===== config.mk =====
export PLATFORM = sky130hd
export DESIGN_NAME = box_controller_multi
export DESIGN_NICKNAME = d
export VERILOG_FILES = /design/src/rtl/box_controller_multi.sv
export SDC_FILE = /design/constraint.sdc
export NUM_CORES = 1
export LEC_CHECK = 0
export ABC_AREA = 1
export BUFFER_PORTS_ARGS = -buffer_cell sky130_fd_sc_hd__clkbuf_2
export CAP_MARGIN = 20
export CORE_ASPECT_RATIO = 1.25
export CORE_MARGIN = 8
export CORE_UTILIZATION = 53
export CTS_CLUSTER_DIAMETER = 120
export DETAILED_ROUTE_END_ITERATION = 7
export MAX_ROUTING_LAYER = met4
export PLACE_DENSITY = 0.75
export SLEW_MARGIN = 0
export SYNTH_ARGS = -nofsm -noshare
export SYNTH_HDL_FRONTEND = slang
export SYNTH_SLANG_ARGS = --single-unit
export TNS_END_PERCENT = 5

===== constraint.sdc =====
create_clock -name clk -period 13.6 [get_ports clk]
set_input_delay 1.36 -clock clk [delete_from_list [all_inputs] [get_ports clk]]
set_output_delay 1.36 -clock clk [all_outputs]
set_load 0.01 [all_outputs]

===== src/rtl/box_controller_multi.sv =====
// Multi-box bounding-box controller: button-driven move/resize of NUM_BOXES
// boxes with press-and-hold auto-repeat and saturating steps.
module box_controller_multi #(
  parameter int IMAGE_WIDTH   = 1280,
  parameter int IMAGE_HEIGHT  = 720,
  parameter int NUM_BOXES     = 4,
  parameter int MIN_BOX_SIZE  = 5,
  parameter int MAX_BOX_SIZE  = 300,
  parameter int INIT_BOX_SIZE = 50,
  parameter int STEP          = 10,
  parameter int REPEAT_DELAY  = 50000000,
  parameter int PERIOD_0      = 1000000,
  parameter int PERIOD_1      = 5000000,
  parameter int PERIOD_2      = 10000000,
  parameter int PERIOD_3      = 20000000
) (
  input  logic                   clk,
  input  logic                   rst,
  input  logic [1:0]             mode,
  input  logic [1:0]             speed_sel,
  input  logic [2:0]             box_sel,
  input  logic [3:0]             butns,
  output logic [15:0]            x1_o,
  output logic [15:0]            x2_o,
  output logic [15:0]            y1_o,
  output logic [15:0]            y2_o,
  output logic [NUM_BOXES*48-1:0] all_boxes_o,
  output logic                   step_o,
  output logic [3:0]             leds
);

  typedef enum logic [1:0] {IDLE, HOLD, REPEAT} state_t;

  localparam logic [12:0] STEP_C = 13'(STEP);
  localparam logic [12:0] IWM1_C = 13'(IMAGE_WIDTH - 1);
  localparam logic [12:0] IHM1_C = 13'(IMAGE_HEIGHT - 1);
  localparam logic [12:0] MAX_C  = 13'(MAX_BOX_SIZE);
  localparam logic [12:0] MIN_C  = 13'(MIN_BOX_SIZE);
  localparam logic [31:0] RD_M1  = 32'(REPEAT_DELAY - 1);
  localparam logic [3:0]  NUM_C  = 4'(NUM_BOXES);

  function automatic logic [12:0] min13(input logic [12:0] a, input logic [12:0] b);
    return (a < b) ? a : b;
  endfunction

  function automatic logic [47:0] init_box(input int i);
    logic [11:0] x1;
    x1 = 12'(i * INIT_BOX_SIZE);
    return {12'(INIT_BOX_SIZE - 1), 12'd0, x1 + 12'(INIT_BOX_SIZE - 1), x1};
  endfunction

  // Box packing is {y2,y1,x2,x1}; every distance is clamped so no edge leaves its legal range.
  function automatic logic [47:0] step_box(input logic [47:0] b, input logic [1:0] m,
                                           input logic [3:0] bt);
    logic [12:0] x1, x2, y1, y2, w, h, da, db;
    x1 = {1'b0, b[11:0]};
    x2 = {1'b0, b[23:12]};
    y1 = {1'b0, b[35:24]};
    y2 = {1'b0, b[47:36]};
    w  = x2 - x1 + 13'd1;
    h  = y2 - y1 + 13'd1;
    case (m)
      2'b00: begin
        da = (bt[0] && !bt[1]) ? min13(STEP_C, x1) : 13'd0;
        db = (bt[1] && !bt[0]) ? min13(STEP_C, IWM1_C - x2) : 13'd0;
        x1 = x1 - da + db;
        x2 = x2 - da + db;
        da = (bt[2] && !bt[3]) ? min13(STEP_C, y1) : 13'd0;
        db = (bt[3] && !bt[2]) ? min13(STEP_C, IHM1_C - y2) : 13'd0;
        y1 = y1 - da + db;
        y2 = y2 - da + db;
      end
      2'b01: begin
        da = (bt[2] && !bt[3]) ?
             min13(min13(min13(STEP_C, x1), min13(y1, IWM1_C - x2)),
                   min13(min13(IHM1_C - y2, (MAX_C - w) >> 1), (MAX_C - h) >> 1)) : 13'd0;
        db = (bt[3] && !bt[2]) ?
             min13(STEP_C, min13((w - MIN_C) >> 1, (h - MIN_C) >> 1)) : 13'd0;
        x1 = x1 - da + db;
        y1 = y1 - da + db;
        x2 = x2 + da - db;
        y2 = y2 + da - db;
      end
      2'b10: begin
        da = bt[0] ? min13(STEP_C, min13(x1, MAX_C - w)) : 13'd0;
        x1 = x1 - da;
        w  = w + da;
        db = bt[1] ? min13(STEP_C, min13(IWM1_C - x2, MAX_C - w)) : 13'd0;
        x2 = x2 + db;
        da = bt[2] ? min13(STEP_C, min13(y1, MAX_C - h)) : 13'd0;
        y1 = y1 - da;
        h  = h + da;
        db = bt[3] ? min13(STEP_C, min13(IHM1_C - y2, MAX_C - h)) : 13'd0;
        y2 = y2 + db;
      end
      default: begin
        da = bt[0] ? min13(STEP_C, w - MIN_C) : 13'd0;
        x1 = x1 + da;
        w  = w - da;
        db = bt[1] ? min13(STEP_C, w - MIN_C) : 13'd0;
        x2 = x2 - db;
        da = bt[2] ? min13(STEP_C, h - MIN_C) : 13'd0;
        y1 = y1 + da;
        h  = h - da;
        db = bt[3] ? min13(STEP_C, h - MIN_C) : 13'd0;
        y2 = y2 - db;
      end
    endcase
    return {y2[11:0], y1[11:0], x2[11:0], x1[11:0]};
  endfunction

  state_t      state_q, state_d;
  logic [31:0] cnt_q, cnt_d, period_s;
  logic [2:0]  act_q, act_d, bsel_q;
  logic [1:0]  mode_q;
  logic        step_q, step_d, apply_s;
  logic [3:0]  leds_q;
  logic [47:0] box_q [NUM_BOXES];
  logic [47:0] box_d [NUM_BOXES];
  logic [47:0] cur_s, new_s;

  always_comb begin
    case (speed_sel)
      2'd0:    period_s = 32'(PERIOD_0);
      2'd1:    period_s = 32'(PERIOD_1);
      2'd2:    period_s = 32'(PERIOD_2);
      default: period_s = 32'(PERIOD_3);
    endcase
  end

  // Release, a mode change or a box change abandons the hold without stepping.
  always_comb begin
    state_d = state_q;
    cnt_d   = cnt_q;
    apply_s = 1'b0;
    case (state_q)
      IDLE: begin
        if (butns != 4'd0) begin
          apply_s = 1'b1;
          state_d = HOLD;
          cnt_d   = RD_M1;
        end else begin
          cnt_d   = 32'd0;
        end
      end
      HOLD, REPEAT: begin
        if (butns == 4'd0 || mode != mode_q || box_sel != bsel_q) begin
          state_d = IDLE;
          cnt_d   = 32'd0;
        end else if (cnt_q == 32'd0) begin
          apply_s = 1'b1;
          state_d = REPEAT;
          cnt_d   = period_s - 32'd1;
        end else begin
          cnt_d   = cnt_q - 32'd1;
        end
      end
      default: begin
        state_d = IDLE;
        cnt_d   = 32'd0;
      end
    endcase
  end

  always_comb begin
    cur_s = box_q[0];
    for (int i = 0; i < NUM_BOXES; i++) begin
      cur_s = (act_q == 3'(i)) ? box_q[i] : cur_s;
    end
    new_s  = step_box(cur_s, mode, butns);
    step_d = apply_s && (new_s != cur_s);
    act_d  = (state_q == IDLE && {1'b0, box_sel} < NUM_C) ? box_sel : act_q;
    for (int i = 0; i < NUM_BOXES; i++) begin
      box_d[i] = (apply_s && act_q == 3'(i)) ? new_s : box_q[i];
      all_boxes_o[i*48 +: 48] = box_q[i];
    end
  end

  always_ff @(posedge clk or posedge rst) begin
    if (rst) begin
      state_q <= IDLE;
      cnt_q   <= 32'd0;
      act_q   <= 3'd0;
      bsel_q  <= 3'd0;
      mode_q  <= 2'd0;
      step_q  <= 1'b0;
      leds_q  <= 4'b0001;
      for (int i = 0; i < NUM_BOXES; i++) box_q[i] <= init_box(i);
    end else begin
      state_q <= state_d;
      cnt_q   <= cnt_d;
      act_q   <= act_d;
      bsel_q  <= box_sel;
      mode_q  <= mode;
      step_q  <= step_d;
      leds_q  <= 4'b0001 << mode;
      for (int i = 0; i < NUM_BOXES; i++) box_q[i] <= box_d[i];
    end
  end

  assign x1_o   = {4'd0, cur_s[11:0]};
  assign x2_o   = {4'd0, cur_s[23:12]};
  assign y1_o   = {4'd0, cur_s[35:24]};
  assign y2_o   = {4'd0, cur_s[47:36]};
  assign step_o = step_q;
  assign leds   = leds_q;

endmodule

## Yosys cells after proc, flatten, opt, wreduce, memory -nomap -nowiden

Index checks and enable logic that the tools add are counted.

- Add/sub/neg operators: 44
- Reductions and logical operators: 25
- Shift operators: 1
- Order comparisons: 24
- Equality and inequality tests: 14
- Multiplexer cells: 57

Operator list:

| kind | count |
|---|---|
| 2-to-1 mux 12 bit | 21 |
| 2-to-1 mux 13 bit | 16 |
| adder 12 bit | 12 |
| 2-to-1 mux 48 bit | 3 |
| case mux 12 bit (3 select lines) | 4 |
| subtractor 12 bit | 12 |
| less-than comparator 4 x 13 -> 1 bit (first input constant) | 10 |
| case mux 25 bit (3 select lines) | 1 |
| 2-to-1 mux 32 bit | 2 |
| case mux 32 bit (2 select lines) | 1 |
| subtractor 32 x 1 -> 32 bit (second input constant) | 2 |
| less-than comparator 12 x 13 -> 1 bit | 4 |
| subtractor 13 x 3 -> 13 bit (second input constant) | 4 |
| subtractor 9 x 13 -> 13 bit (first input constant) | 4 |
| inequality test 48 bit | 1 |
| less-than comparator 13 bit | 3 |
| less-than comparator 4 x 12 -> 1 bit (first input constant) | 3 |
| zero test 32 bit | 1 |
| adder 13 x 1 -> 13 bit (second input constant) | 2 |
| adder 13 bit | 2 |
| less-than comparator 13 x 12 -> 1 bit | 2 |
| 2-to-1 mux 26 bit | 1 |
| subtractor 12 x 12 -> 13 bit | 2 |
| subtractor 13 bit | 2 |
| other kinds (26) | 50 |

- Input bits: 13
- Register bits: 239
- Word-level logic and storage cells: 176
- Output and inout bits: 261

## Depth between registers and ports, before layout

- Word-level depth: 23
- Gate-level depth with buffers: 98
- Gate-level depth less buffers: 95

## Worst setup path before layout

Ideal clock, no wire load.

- Path kind: register to register
- Start point: register act_q[0]
- End point: register step_q, in the netlist step_o
- Setup slack: 0.466 ns
- Required time: 13.487 ns
- Buffers on the path: 7
- Data arrival time: 13.020 ns
- Period minus slack after synthesis: 13.134 ns
- Cell stages (with the launch flop): 84
- Library setup time: 0.113 ns
- Cells stage by stage: dfrtp_1 -> buf_4 -> nand3_4 -> buf_6 -> buf_4 -> buf_2 -> clkbuf_1 -> nand2_1 -> nand3_1 -> o211ai_1 -> o21ai_1 -> inv_1 -> ha_1 -> inv_1 -> ha_1 -> inv_1 -> fa_1 -> o221a_2 -> (+48 left out) -> nand2_1 -> nor2_1 -> o311ai_0 -> nor2_1 -> nor3_1 -> nand3b_1 -> nor4_1 -> nand4_1 -> nor2_1 -> nand3_1 -> nor2_1 -> nand2_1 -> nor2_1 -> nand3_1 -> nor2_1 -> nand3_1 -> nand2_1 -> inv_1

- Word-level cells in the longest chain between the ends: 23
- Elaborated cells between the ends (all ways): 114
- Classes of those cells: add/sub (42); order compare (23); eq/ne (4); mux (44); reduce/logical (1)

RTL lines:

| what | line | source |
|---|---|---|
| start, declared | 114 | `logic [2:0] act_q, act_d, bsel_q;` |
| start signal, assigned | 192 | `act_q <= act_d;` |
| equality test 3 x 1 -> 1 bit | 168 | `cur_s = (act_q == 3'(i)) ? box_q[i] : cur_s;` |
| 2-to-1 mux 48 bit (2 in series) | 168 |  |
| 2-to-1 mux 48 bit * | 168 |  |
| via y2_o[1] | 26 | `output logic [15:0] y2_o,` |
| subtractor 12 x 12 -> 13 bit | 61 | `h = y2 - y1 + 13'd1;` |
| adder 13 x 1 -> 13 bit | 61 |  |
| subtractor 9 x 13 -> 13 bit | 76, 90 |  |
| less-than comparator 12 x 13 -> 1 bit | 43 | `return (a < b) ? a : b;` |
| (+8 left out) | -- |  |
| less-than comparator 4 x 13 -> 1 bit | 43 |  |
| 2-to-1 mux 12 bit | 43 |  |
| 2-to-1 mux 12 bit | 93 | `db = bt[3] ? min13(STEP_C, min13(IHM1_C - y2, MAX_C - h)) : 13'd0;` |
| adder 12 bit | 94 | `y2 = y2 + db;` |
| case mux 12 bit (3 select lines) | 62 | `case (m)` |
| inequality test 48 bit * | 171 | `step_d = apply_s && (new_s != cur_s);` |
| logical AND 1 bit * | 171 |  |
| via step_d | 116 | `logic step_q, step_d, apply_s;` |
| end signal, assigned | 195 | `step_q <= step_d;` |
| end, declared | 116 |  |

The timed path passes the listed nets; every way through them passes the cells marked *.
A chain may end at the register's enable or synchronous reset.

## Final worst setup path

- Start point: register act_q[1]
- End point: register step_q, in the netlist step_o

- Word-level cells in the longest chain between the ends: 23
- Elaborated cells between the ends (all ways): 114
- Classes of those cells: add/sub (42); order compare (23); eq/ne (4); mux (44); reduce/logical (1)

RTL lines:

| what | line |
|---|---|
| equality test 3 x 1 -> 1 bit | 168 |
| 2-to-1 mux 48 bit (2 in series) | 168 |
| 2-to-1 mux 48 bit * | 168 |
| subtractor 12 x 12 -> 13 bit (on tied branches) | 60, 61 |
| adder 13 x 1 -> 13 bit (on tied branches) | 60, 61 |
| subtractor 9 x 13 -> 13 bit (on tied branches) | 76, 85, 90 |
| less-than comparator 12 x 13 -> 1 bit | 43 |
| 2-to-1 mux 13 bit | 43 |
| (+7 left out) | -- |
| less-than comparator 4 x 13 -> 1 bit | 43 |
| 2-to-1 mux 12 bit | 43 |
| 2-to-1 mux 12 bit (on tied branches) | 88, 93 |
| adder 12 bit (on tied branches) | 89, 94 |
| case mux 12 bit (3 select lines) | 62 |
| inequality test 48 bit * | 171 |
| logical AND 1 bit * | 171 |
| via step_d | 116 |

Marked as above.

==> metrics <==
fin util=63.9%; drc violations=0; Syn. warnings=0; Async SR Flop Fraction=100%; CP max stage cell=fa_2; Setup-failing EPs final=0; die width=230 um; Fill cells=5,265; cell accounting for the most synthesized area=dfrtp_1; IO Pins=274; Seq/Total Area, Yosys=20.0%; crit end category=flop; TritonCTS buffer count=22; Max-cap violations=0; most frequent cell after synthesis=nand2_1; area grow syn2layout=20.1%; FP Rows=98; critical path startpoint category=flop; Tcrit/Tclk final=98.0%; total grt overflow=0; WP data required=14.03 ns; Final ANT Viol Nets=0; initial core utilization=53.2%; vias in the first global route=29,900; global-route wire length before repair=177 mm; crit path DAT=13.76 ns; H-Tree Depth=1; final setup skew=0.0210 ns; Least-Margin Pin Slew=1.09 ns; crit-path most repeated cell=nand2_1; EDFF count, synth=0; Top FF cell, synth=dfrtp_1; synth cell count leaders=nand2_1 (965), inv_1 (630), o21ai_0 (444), ha_1 (400), a21oi_1 (282); Synth top area share=16.6%; Total GRT Usage=36.0%; core area=0.0568 mm2; CTS root buffer=clkbuf_16; clk sink count=239; number of port buffers=257; Synth cell types=73; Vias/cell=5.75; wire per inst=21.3 um; Clock transition at path regs=0.07 ns; DR iter-0 viols=2,965; critical path type=reg -> reg; max frequency=75.0 MHz; 1st-pass router iterations=6; initial antenna violation count=1; clk buf depth=3; Routed WL=120 mm; minimum clock period=13.33 ns; cells on worst reg2reg path=88; Chip Height=283 um; worst skew pair latency=0.53 ns; dominant cells by area after synthesis=dfrtp_1 (17%), ha_1 (17%), nand2_1 (12%); HP Class=reg -> reg; layout cells sized above 1=19.1%; Syn Inst Count=4,316; Final Max Slew Viols=0; Max FO, Critical Path=28; post-DP HPWL=96.9 mm; Hold Vio Cnt, Final=0; hold path depth=1; Syn Std Cell Area=0.0302 mm2; Die ar.=0.0649 mm2; Hold-fix buffers, CTS=0; slowest stage delay, CP=0.66 ns; largest net degree at the start of global routing=115; Avg Synthesized Cell Area=7.00 um2; Net count, final=5,392; status=completed; Vias=32,500; gpl congestion=1.04; TritonCTS clock tree=yes; Max-slew headroom=27.2%; Yosys reg bits=239
sequential cells by signal, indices dropped and copies added (netlist names):
name         count
bsel_q           3
all_boxes_o    192
state_q          2
step_o           1
mode_q           2
act_q            3
leds             4
cnt_q           32
repair_timing:
action | CTS | global route
endpoints found under the setup margin | 1 | 21
buffers inserted | 0 | 60
pin swaps | 1 | 123
resized for setup | 5 | 271
gates cloned | 1 | 9
metrics by stage:
stage                     area [um2]  std cells  worst slack, ns  hold slack, ns  TNS (ns)
after floorplan                30700       4456            0.466           0.440         0
after global placement         33900       5536            0.160           0.458         0
after detailed placement       33900       5537           -0.165           0.462    -0.165
after CTS                      34700       5578           0.0344           0.475         0
after global routing           36300       5651           -0.324           0.503    -0.324
final                          36300       5651            0.268           0.475         0
metal layers:
layer | GRT usage, % | up-vias | wire (um)
li1 | - | 15200 | -
met1 | 43.1 | 15200 | 46000
met2 | 58.5 | 1682 | 54600
met3 | 4.23 | 398 | 10600
met4 | 21.2 | 0 | 9120
met5 | - | - | 0
worst max-delay path, delay by kind of cell (launching register included):
family | cells | cell delay [ns]
buf+inv | 16 | 1.76
simple gates | 37 | 4.22
fa+ha+maj | 10 | 2.91
compound gates | 21 | 3.15
xor+xnor | 4 | 0.69
flops | 1 | 0.47
final timing paths:
check,to,start,slack (ns)
setup / recovery,step_o$_DFF_PP0_,act_q[1]$_DFFE_PP0P_,0.27
hold / removal,cnt_q[0]$_DFF_PP0_,cnt_q[0]$_DFF_PP0_,0.48
setup reg to reg,step_o$_DFF_PP0_,act_q[1]$_DFFE_PP0P_,0.27
hold reg to reg,cnt_q[0]$_DFF_PP0_,cnt_q[0]$_DFF_PP0_,0.48
max in group asynchronous,cnt_q[25]$_DFF_PP0_,rst,11.23
min in group asynchronous,all_boxes_o[9]$_DFFE_PP0P_,rst,0.92
cells in the final DEF (no fill, tap or decap), drive strengths merged, types with 6 or more instances in the layout:
| cell type | synthesis | final |
|---|---|---|
| dfrtp | 200 | 200 |
| buf | 51 | 271 |
| o31ai | 10 | 10 |
| nor4 | 26 | 26 |
| a211oi | 11 | 11 |
| a21o | 10 | 10 |
| nand4 | 61 | 61 |
| a221oi | 12 | 12 |
| xor2 | 110 | 110 |
| o311ai | 7 | 7 |
| a22oi | 30 | 30 |
| o211ai | 16 | 16 |
| clkinv | 2 | 8 |
| nand3 | 206 | 208 |
| a21boi | 7 | 7 |
| nand2 | 1003 | 1004 |
| o21bai | 26 | 26 |
| or2 | 33 | 33 |
| nor3 | 34 | 34 |
| dfstp | 39 | 39 |
| a21oi | 283 | 283 |
| o21ai | 479 | 481 |
| o22ai | 14 | 14 |
| ha | 400 | 400 |
| xnor2 | 67 | 67 |
| nor3b | 6 | 6 |
| nor2 | 271 | 271 |
| o21a | 16 | 16 |
| a31oi | 10 | 10 |
| conb | 2 | 142 |
| nand3b | 6 | 6 |
| clkbuf | 82 | 286 |
| and2 | 11 | 11 |
| inv | 659 | 660 |
| fa | 95 | 95 |
kinds of logic after synthesis:
group	count (synthesis)	share of synthesized area [%]
and+or+nand+nor	1663	24.0
other	2	0.0249
buffers and inverters	794	10.4
DFF	239	20.0
xor gates and xnor gates	177	5.24
AOI/OAI and AO/OA	946	17.5
adders and majority gates	495	22.9
layout make-up:
| cell class | instances | area [um2] | share of cell area [%] |
|---|---|---|---|
| diodes | 1 | 2.50 | 0.00690 |
| clock buffers | 27 | 591 | 1.63 |
| clock inverters | 13 | 188 | 0.518 |
| inverters | 661 | 2530 | 6.97 |
| multi-input cells | 3428 | 22500 | 62.0 |
| flip-flops and latches | 239 | 6030 | 16.6 |
| well taps | 750 | 938 | 2.59 |
| repair buffers | 530 | 3490 | 9.63 |
| repair inverters | 2 | 16.3 | 0.0449 |
Power is left out: the tool's default activity adds up to more than one toggle a clock period on the data nets, which glitch-free logic cannot reach.
